--- config.mk ---
export PLATFORM = sky130hd
export DESIGN_NAME = mmio_controller
export DESIGN_NICKNAME = d
export VERILOG_FILES = /design/src/rtl/isa_types.sv /design/src/rtl/mmio_controller_fifo.sv /design/src/rtl/mmio_controller.sv
export SDC_FILE = /design/constraint.sdc
export NUM_CORES = 1
export LEC_CHECK = 0
export CAP_MARGIN = 15
export CORE_ASPECT_RATIO = 0.7
export CORE_MARGIN = 2
export CORE_UTILIZATION = 35
export DETAILED_ROUTE_END_ITERATION = 10
export PLACE_DENSITY = 0.86
export SYNTH_ARGS = -nofsm -noshare
export SYNTH_HDL_FRONTEND = slang
export SYNTH_HIERARCHICAL = 1
export SYNTH_SLANG_ARGS = --single-unit
--- constraint.sdc ---
create_clock -name clock -period 6.1 [get_ports clock]
set_clock_uncertainty 0.05 [all_clocks]
set_input_delay 1.525 -clock clock [delete_from_list [all_inputs] [get_ports clock]]
set_output_delay 1.525 -clock clock [all_outputs]
set_load 0.02 [all_outputs]
--- src/rtl/isa_types.sv ---
// Shared hart/MMIO types: the request struct, the MMIO address map, the TX
// drain FSM states and the status register layout.
package isa_types;

  localparam int unsigned XLEN = 32;

  typedef enum logic [1:0] {
    write_byte = 2'd0,
    write_half = 2'd1,
    write_word = 2'd2
  } mem_width_t;

  typedef struct packed {
    logic [XLEN-1:0] addr;
    logic [XLEN-1:0] value;
    mem_width_t      width;
    logic            enable;
  } mem_write_control_t;

  localparam logic [XLEN-1:0] MMIO_UART_TX_ADDR = 32'h0003_0000;
  localparam logic [XLEN-1:0] MMIO_LED_BLUE_ADDR = 32'h0003_0004;
  localparam logic [XLEN-1:0] MMIO_LED_GREEN_ADDR = 32'h0003_0008;
  localparam logic [XLEN-1:0] MMIO_STATUS_ADDR = 32'h0003_000C;

  typedef enum logic [1:0] {
    TX_IDLE  = 2'd0,
    TX_OFFER = 2'd1,
    TX_BUSY  = 2'd2
  } tx_state_t;

  localparam int unsigned STATUS_EMPTY_BIT = 0;
  localparam int unsigned STATUS_FULL_BIT = 1;
  localparam int unsigned STATUS_BUSY_BIT = 2;
  localparam int unsigned STATUS_COUNT_LSB = 3;

  function automatic logic [XLEN-1:0] pack_status(input logic [4:0] count, input logic busy,
                                                  input logic full, input logic empty);
    logic [XLEN-1:0] s;
    s = '0;
    s[STATUS_EMPTY_BIT] = empty;
    s[STATUS_FULL_BIT] = full;
    s[STATUS_BUSY_BIT] = busy;
    s[STATUS_COUNT_LSB +: 5] = count;
    return s;
  endfunction

endpackage

--- src/rtl/mmio_controller_fifo.sv ---
// byte_fifo: small circular byte queue for the UART TX path. Only present
// when MMIO_TX_FIFO_EN is defined. DEPTH must be a power of two.
`ifdef MMIO_TX_FIFO_EN
module byte_fifo #(
  parameter int unsigned DEPTH = 4
) (
  input  logic       clk,
  input  logic       rst_n,
  input  logic       push,
  input  logic [7:0] push_data,
  input  logic       pop,
  output logic [7:0] pop_data,
  output logic       full,
  output logic       empty,
  output logic [4:0] count
);

  localparam int unsigned PTR_W = $clog2(DEPTH);

  logic [7:0]       mem_q [DEPTH];
  logic [7:0]       mem_d [DEPTH];
  logic [PTR_W-1:0] wr_ptr_q, wr_ptr_d, rd_ptr_q, rd_ptr_d;
  logic [4:0]       count_q, count_d;
  logic             do_push, do_pop;

  always_comb begin
    full = (count_q == 5'(DEPTH));
    empty = (count_q == '0);
    do_push = push && !full;
    do_pop = pop && !empty;
    mem_d = mem_q;
    wr_ptr_d = wr_ptr_q;
    rd_ptr_d = rd_ptr_q;
    count_d = count_q;
    if (do_push) begin
      mem_d[wr_ptr_q] = push_data;
      wr_ptr_d = wr_ptr_q + PTR_W'(1);
    end
    if (do_pop) begin
      rd_ptr_d = rd_ptr_q + PTR_W'(1);
    end
    if (do_push && !do_pop) begin
      count_d = count_q + 5'd1;
    end else if (do_pop && !do_push) begin
      count_d = count_q - 5'd1;
    end
  end

  assign pop_data = mem_q[rd_ptr_q];
  assign count = count_q;

  always_ff @(posedge clk or negedge rst_n) begin
    if (!rst_n) begin
      mem_q <= '{default: '0};
      wr_ptr_q <= '0;
      rd_ptr_q <= '0;
      count_q <= '0;
    end else begin
      mem_q <= mem_d;
      wr_ptr_q <= wr_ptr_d;
      rd_ptr_q <= rd_ptr_d;
      count_q <= count_d;
    end
  end

endmodule
`endif

--- src/rtl/mmio_controller.sv ---
// MMIO block: UART TX path, two LED registers and a status register.
// Define MMIO_TX_FIFO_EN to put a byte_fifo between the hart and the TX FSM.
module mmio_controller
  import isa_types::*;
#(
  parameter int unsigned TX_FIFO_DEPTH = 4
) (
  input  logic               clock,
  input  logic               reset_n,
  input  mem_write_control_t mmio_control,
  output logic               mmio_write_complete,
  output logic [XLEN-1:0]    mmio_r_data,
  input  logic               tx_ready,
  output logic [7:0]         tx_data,
  output logic               tx_data_available,
  output logic               led_blue_control,
  output logic               led_green_control
);

  if (TX_FIFO_DEPTH < 2 || TX_FIFO_DEPTH > 16 ||
      (TX_FIFO_DEPTH & (TX_FIFO_DEPTH - 1)) != 0) begin : g_depth_check
    $error("TX_FIFO_DEPTH must be a power of two in 2..16");
  end

  // Reset asserts immediately but releases two edges after reset_n rises.
  logic [1:0] rst_sync_q, rst_sync_d;
  logic       rst_n_int;

  assign rst_sync_d = {rst_sync_q[0], 1'b1};
  assign rst_n_int = rst_sync_q[1];

  always_ff @(posedge clock or negedge reset_n) begin
    if (!reset_n) rst_sync_q <= '0;
    else rst_sync_q <= rst_sync_d;
  end

  logic       is_uart, is_blue, is_green, is_status, uart_byte, req_new, complete_now;
  logic       accepted_q, accepted_d;
  logic       led_blue_q, led_blue_d, led_green_q, led_green_d;
  tx_state_t  state_q, state_d;
  logic [7:0] offer_q, offer_d, tx_data_q, tx_data_d;
  logic       avail_q, avail_d;
  logic [4:0] stat_count;
  logic       stat_full, stat_empty, tx_busy;

`ifdef MMIO_TX_FIFO_EN
  logic       fifo_push, fifo_pop, fifo_full, fifo_empty;
  logic [7:0] fifo_rdata;
  logic [4:0] fifo_count;

  byte_fifo #(.DEPTH(TX_FIFO_DEPTH)) u_tx_fifo (
    .clk      (clock),
    .rst_n    (rst_n_int),
    .push     (fifo_push),
    .push_data(mmio_control.value[7:0]),
    .pop      (fifo_pop),
    .pop_data (fifo_rdata),
    .full     (fifo_full),
    .empty    (fifo_empty),
    .count    (fifo_count)
  );
`else
  logic load_direct, loaded_q, loaded_d;
`endif

  always_comb begin
    is_uart = (mmio_control.addr == MMIO_UART_TX_ADDR);
    is_blue = (mmio_control.addr == MMIO_LED_BLUE_ADDR);
    is_green = (mmio_control.addr == MMIO_LED_GREEN_ADDR);
    is_status = (mmio_control.addr == MMIO_STATUS_ADDR);
    uart_byte = is_uart && (mmio_control.width == write_byte);
    req_new = mmio_control.enable && !accepted_q && rst_n_int;
    complete_now = 1'b0;
`ifdef MMIO_TX_FIFO_EN
    fifo_push = 1'b0;
`else
    load_direct = 1'b0;
`endif
    if (req_new) begin
      if (uart_byte) begin
`ifdef MMIO_TX_FIFO_EN
        if (!fifo_full) begin
          complete_now = 1'b1;
          fifo_push = 1'b1;
        end
`else
        // Without a FIFO the hart is held until its own byte reaches TX_BUSY.
        if (loaded_q && state_q == TX_BUSY) complete_now = 1'b1;
        else if (!loaded_q && state_q == TX_IDLE) load_direct = 1'b1;
`endif
      end else begin
        complete_now = 1'b1;
      end
    end
    accepted_d = mmio_control.enable && (accepted_q || complete_now);
`ifndef MMIO_TX_FIFO_EN
    loaded_d = mmio_control.enable && !complete_now && (loaded_q || load_direct);
`endif
    led_blue_d = led_blue_q;
    led_green_d = led_green_q;
    if (req_new && is_blue) led_blue_d = |mmio_control.value;
    if (req_new && is_green) led_green_d = |mmio_control.value;
    mmio_write_complete = accepted_d;
  end

  always_comb begin
    state_d = state_q;
    offer_d = offer_q;
`ifdef MMIO_TX_FIFO_EN
    fifo_pop = 1'b0;
`endif
    unique case (state_q)
      TX_IDLE: begin
`ifdef MMIO_TX_FIFO_EN
        if (!fifo_empty) begin
          fifo_pop = 1'b1;
          offer_d = fifo_rdata;
          state_d = TX_OFFER;
        end
`else
        if (load_direct) begin
          offer_d = mmio_control.value[7:0];
          state_d = TX_OFFER;
        end
`endif
      end
      TX_OFFER: if (!tx_ready) state_d = TX_BUSY;
      TX_BUSY:  if (tx_ready) state_d = TX_IDLE;
      default:  state_d = TX_IDLE;
    endcase
    avail_d = (state_d == TX_OFFER);
    tx_data_d = avail_d ? offer_d : '0;
  end

  always_comb begin
    tx_busy = (state_q != TX_IDLE);
`ifdef MMIO_TX_FIFO_EN
    stat_count = fifo_count;
    stat_full = fifo_full;
    stat_empty = fifo_empty;
`else
    stat_count = '0;
    stat_full = tx_busy;
    stat_empty = 1'b1;
`endif
    mmio_r_data = is_status ? pack_status(stat_count, tx_busy, stat_full, stat_empty) : '0;
  end

  always_ff @(posedge clock or negedge rst_n_int) begin
    if (!rst_n_int) begin
      accepted_q <= 1'b0;
      led_blue_q <= 1'b0;
      led_green_q <= 1'b0;
      state_q <= TX_IDLE;
      offer_q <= '0;
      avail_q <= 1'b0;
      tx_data_q <= '0;
`ifndef MMIO_TX_FIFO_EN
      loaded_q <= 1'b0;
`endif
    end else begin
      accepted_q <= accepted_d;
      led_blue_q <= led_blue_d;
      led_green_q <= led_green_d;
      state_q <= state_d;
      offer_q <= offer_d;
      avail_q <= avail_d;
      tx_data_q <= tx_data_d;
`ifndef MMIO_TX_FIFO_EN
      loaded_q <= loaded_d;
`endif
    end
  end

  assign tx_data_available = avail_q;
  assign tx_data = tx_data_q;
  assign led_blue_control = led_blue_q;
  assign led_green_control = led_green_q;

endmodule

# [Word-level counts from Yosys, hierarchy flattened]
# Cells that the tools add are included.
[totals] latchBits=0 ff_bits=25 mem_count=0 output_inout_bits=44 ramBits=0 romBits=0
[op_classes] reduce_logical=19 n_eq_ne=7 bitwise_logic=0 div=0 multipliers=0 n_mux=15 n_lt_le_gt_ge=0 shifts=0 n_addsub=0
[op_table] op="32-bit by 18-bit == test with 1-bit output (second input constant)" n=4
[op_table] op="32-bit OR reduction" n=1
[op_table] op="8-bit 2-to-1 mux" n=3
[op_table] op="1-bit logical AND" n=10
[op_table] op="1-bit 2-to-1 mux" n=7
[op_table] op="2-bit 2-to-1 mux" n=3
[op_table] op="2-bit case mux with 3 select lines" n=1
[op_table] op="2-bit by 1-bit == test with 1-bit output (second input constant)" n=2
[op_table] op="2-bit zero test" n=2
[op_table] op="1-bit zero test" n=3
[op_table] op="3-bit 2-to-1 mux" n=1
[op_table] op="2-bit == test (second input constant)" n=1
[op_table] op="1-bit logical OR" n=2
[op_table] op="2-bit nonzero test" n=1

# [Longest topological paths before layout]
[depth] word_depth=10 ltp_mapped=5 mapped_depth_nobuf=4

# [Worst setup path after synthesis]
# No wires, ideal clock.
[synth_path] path_type="input port to output port" start="in mmio_control[40] (netlist bit)" end="out mmio_r_data[2]" arrival_time_ns=2.858 required_time_ns=4.525 cell_stages=5 path_slack_ns=1.667 cell_sequence="nor4_1 -> nand4_1 -> nor4_1 -> and4b_1 -> buf_4"
[synth_between] elab_chain_cells=2
[synth_rtl] item="start: declaration" line="mmio_controller.sv:10" source="input mem_write_control_t mmio_control,"
[synth_rtl] item="32-bit by 18-bit == test with 1-bit output" line="mmio_controller.sv:70" source="is_status = (mmio_control.addr == MMIO_STATUS_ADDR);"
[synth_rtl] item="3-bit 2-to-1 mux" line="mmio_controller.sv:146" source="mmio_r_data = is_status ? pack_status(stat_count, tx_busy, stat_full, stat_empty) : '0;"
[synth_rtl] item="end: declaration" line="mmio_controller.sv:12" source="output logic [XLEN-1:0] mmio_r_data,"
# No other way between the ends.

# [Final worst setup path]
[layout_path] start="in mmio_control[39] (netlist bit)" end="out mmio_r_data[1]"
# The elaborated chain is that of the path after synthesis.

==> results.ini <==
[logic_synthesis]
syn-mean-instance-area_sq_um=10.93
synth_area_leaders=dfrtp_1, buf_4, mux2_2, nor4_1, a22o_1
ys_seq_area_share_pct=45.79
yosys_warnings=6
syn_inst=125
yosysTopAreaCell=dfrtp_1
ys_ff_latch=25
synth_top_area_share_pct=45.79
synth_cell_types=23
syn_area_sq_um=1366

[critical_path]
crit_path_end_kind=output pin
rr_worst_depth=5
crit_buf_inv=2
worstPathCellList=clkdlybuf4s50_1 > nor4_1 > nand4_1 > nor4_1 > and4b_1 > clkdlybuf4s50_1
cpLargestDelayFamily=simple AND/OR/NAND/NOR gates
worst_ep_required_time_ns=4.53
rrSetupSlack_ns=3.68
crit_fanout=5
critical_path_class=input pin to output pin
cpMaxStageDelayCell=clkdlybuf4s50_1
path_depth=6
crit_path_start_kind=input pin
cp.arrival_ns=3.85
critPathMaxStageDelay_ns=0.62

[cts]
cts_setup_buffers=0
h-tree-depth=1
cts_root_buf=clkbuf_8
cts_buffers=3
cts_hold_buffers=0
cts_resized=0
clockBufferDepth=2
cts_tree=yes
clock-sinks=25
clk_latency_ns=0.26
clkSlewWorstSetupHoldPaths_ns=0.08

[power_and_ir_drop]
switching_share_pct=23.40
internal_power_mw=0.2555
peakVddDrop_uv=138.7
powerDensity_nw_per_um2=152.8
p_comb_share_pct=22.0
power_frac_seq_pct=50.2
p_sw_mw=0.07806
leakagePower_nw=0.9407
clock_power_share_pct=27.9

[die]
core_sq_um=3626
num_rows=18
initial_core_util_pct=37.68
fp.dieArea_sq_um=4427
die_w_um=78.68
die_y_um=56.28
pin_count=114

[timing]
max_freq_mhz=184.3
postLayoutSetupSlackWorst_ns=0.6737
setup_tns_ns=0
finalHoldWorstSlack_ns=0.1651
fin_crit_sh_pct=88.96
maxSlewHeadroom_pct=36.69
period_minus_slack_ns=5.426
slew_violations=0
setup_violations=0
hold_viol_final=0
worst_pin_slew_ns=0.9425
grt_setup_unrepaired=no

[routing]
antenna_left=0
finalWirelength_um=3372
routedWlPerCell_um=12.97
drt-initial-drc-count=25
detailroute.via_count=1183
via_per_inst=4.550
dr.pass1.iters=4
drc=0

[place]
io_buffers=84
dp_cells=256
place_area_sq_um=2138
pre_cts_ws_ns=0.6682
dp_hpwl_um=2846
place.gp.congestion=0.7012

[final_layout]
final_common_cell=clkdlybuf4s50_1
nFillCells=304
antenna_cells=0
final_layout_size_suffix_gt1_share_pct=9.048
layout_common_cells=clkdlybuf4s50_1, conb_1, dfrtp_1
nets=281
area_growth_pct=59.80
stdcell_area_sq_um=2183
fin_cells=260

[grt]
grt_pass1_wl_um=5230
grt_pass1_vias=1160
grt_max_degree=26
antenna_found_initial=0
grt_util_all_layers_pct=14.97
gr-total-overflow=0

[job]
maxCapViolations=0

[worst_hold_path]
hp-class=register to async pin

[run_status]
outcome=complete, no violations

[worst register-to-register path: stages (launching register included)]
cell and delay, ns:
dfrtp_1 0.32, buf_4 0.29, and3b_1 0.28, nand4_1 0.19
nor4_4 0.76, mux2_2 0.42
[layer usage]
layer	track usage, %	part of all wire, %
met5	0	0
met4	3.008	0.50
met3	6.592	12
met2	26.01	50
met1	17.14	38
[metrics by stage]
stage	power [mW]	util (%)
floorplan	0.2075	-
global placement	0.2431	58.97
detailed placement	0.2440	58.97
CTS	0.3381	60.21
global route	0.3529	60.21
finish	0.3336	60.21
[cells by family after synthesis]
logic type	Yosys count	synth area share, %
AO/OA/AOI/OAI	10	6.227
XOR/XNOR	1	0.6411
other	2	0.5497
flip-flops	25	45.79
multiplexers	10	8.242
AND/OR/NAND/NOR	45	20.70
buffers and inverters	32	17.86
[power groups by stage]
stage,Combinational [mW],Sequential (mW),Clock [mW]
global route,0.0788,0.168,0.106
CTS,0.0735,0.167,0.0972
global placement,0.0724,0.171,0
floorplan,0.0347,0.173,0
detailed placement,0.0733,0.171,0
finish,0.0733,0.167,0.0929
[cells in the mapped netlist, drive strengths merged]
cell type,count
buf,32
dfrtp,25
nor4,17
mux2,10
a22o,8
nand3,4
nand4,4
nor2,4
nor3,4
nand2,3
or2,3
conb,2
and3,1
and3b,1
and4b,1
and4bb,1
nand2b,1
nand3b,1
o21ai,1
o311a,1
xnor2,1
[state kept, by name (all words and copies together), names as in the netlist]
signal,count
accepted_q,1
led_green_control,1
loaded_q,1
offer_q,8
led_blue_control,1
rst_sync_q,2
tx_data,8
state_q,2
tx_data_available,1
[final timing paths]
kind	startpoint	to
worst max register to register	rst_sync_q[1]	offer_q[0]
worst min-delay path	rst_sync_q[1]	offer_q[4]
min in group clock	rst_sync_q[0]	rst_sync_q[1]
max in group asynchronous	reset_n	rst_sync_q[0]
worst min register to register	rst_sync_q[1]	offer_q[4]
worst max-delay path	mmio_control[39]	mmio_r_data[1]
[area by class of cell]
class	count	area, sq um	area share, %
Clock buffer	4	45.04	2.063
Multi-Input combinational cell	96	601.8	27.56
Sequential cell	25	625.6	28.65
Tap cell	50	62.56	2.865
Timing Repair Buffer	85	848.3	38.85
Note: power is estimated with default switching activity, not from simulation.
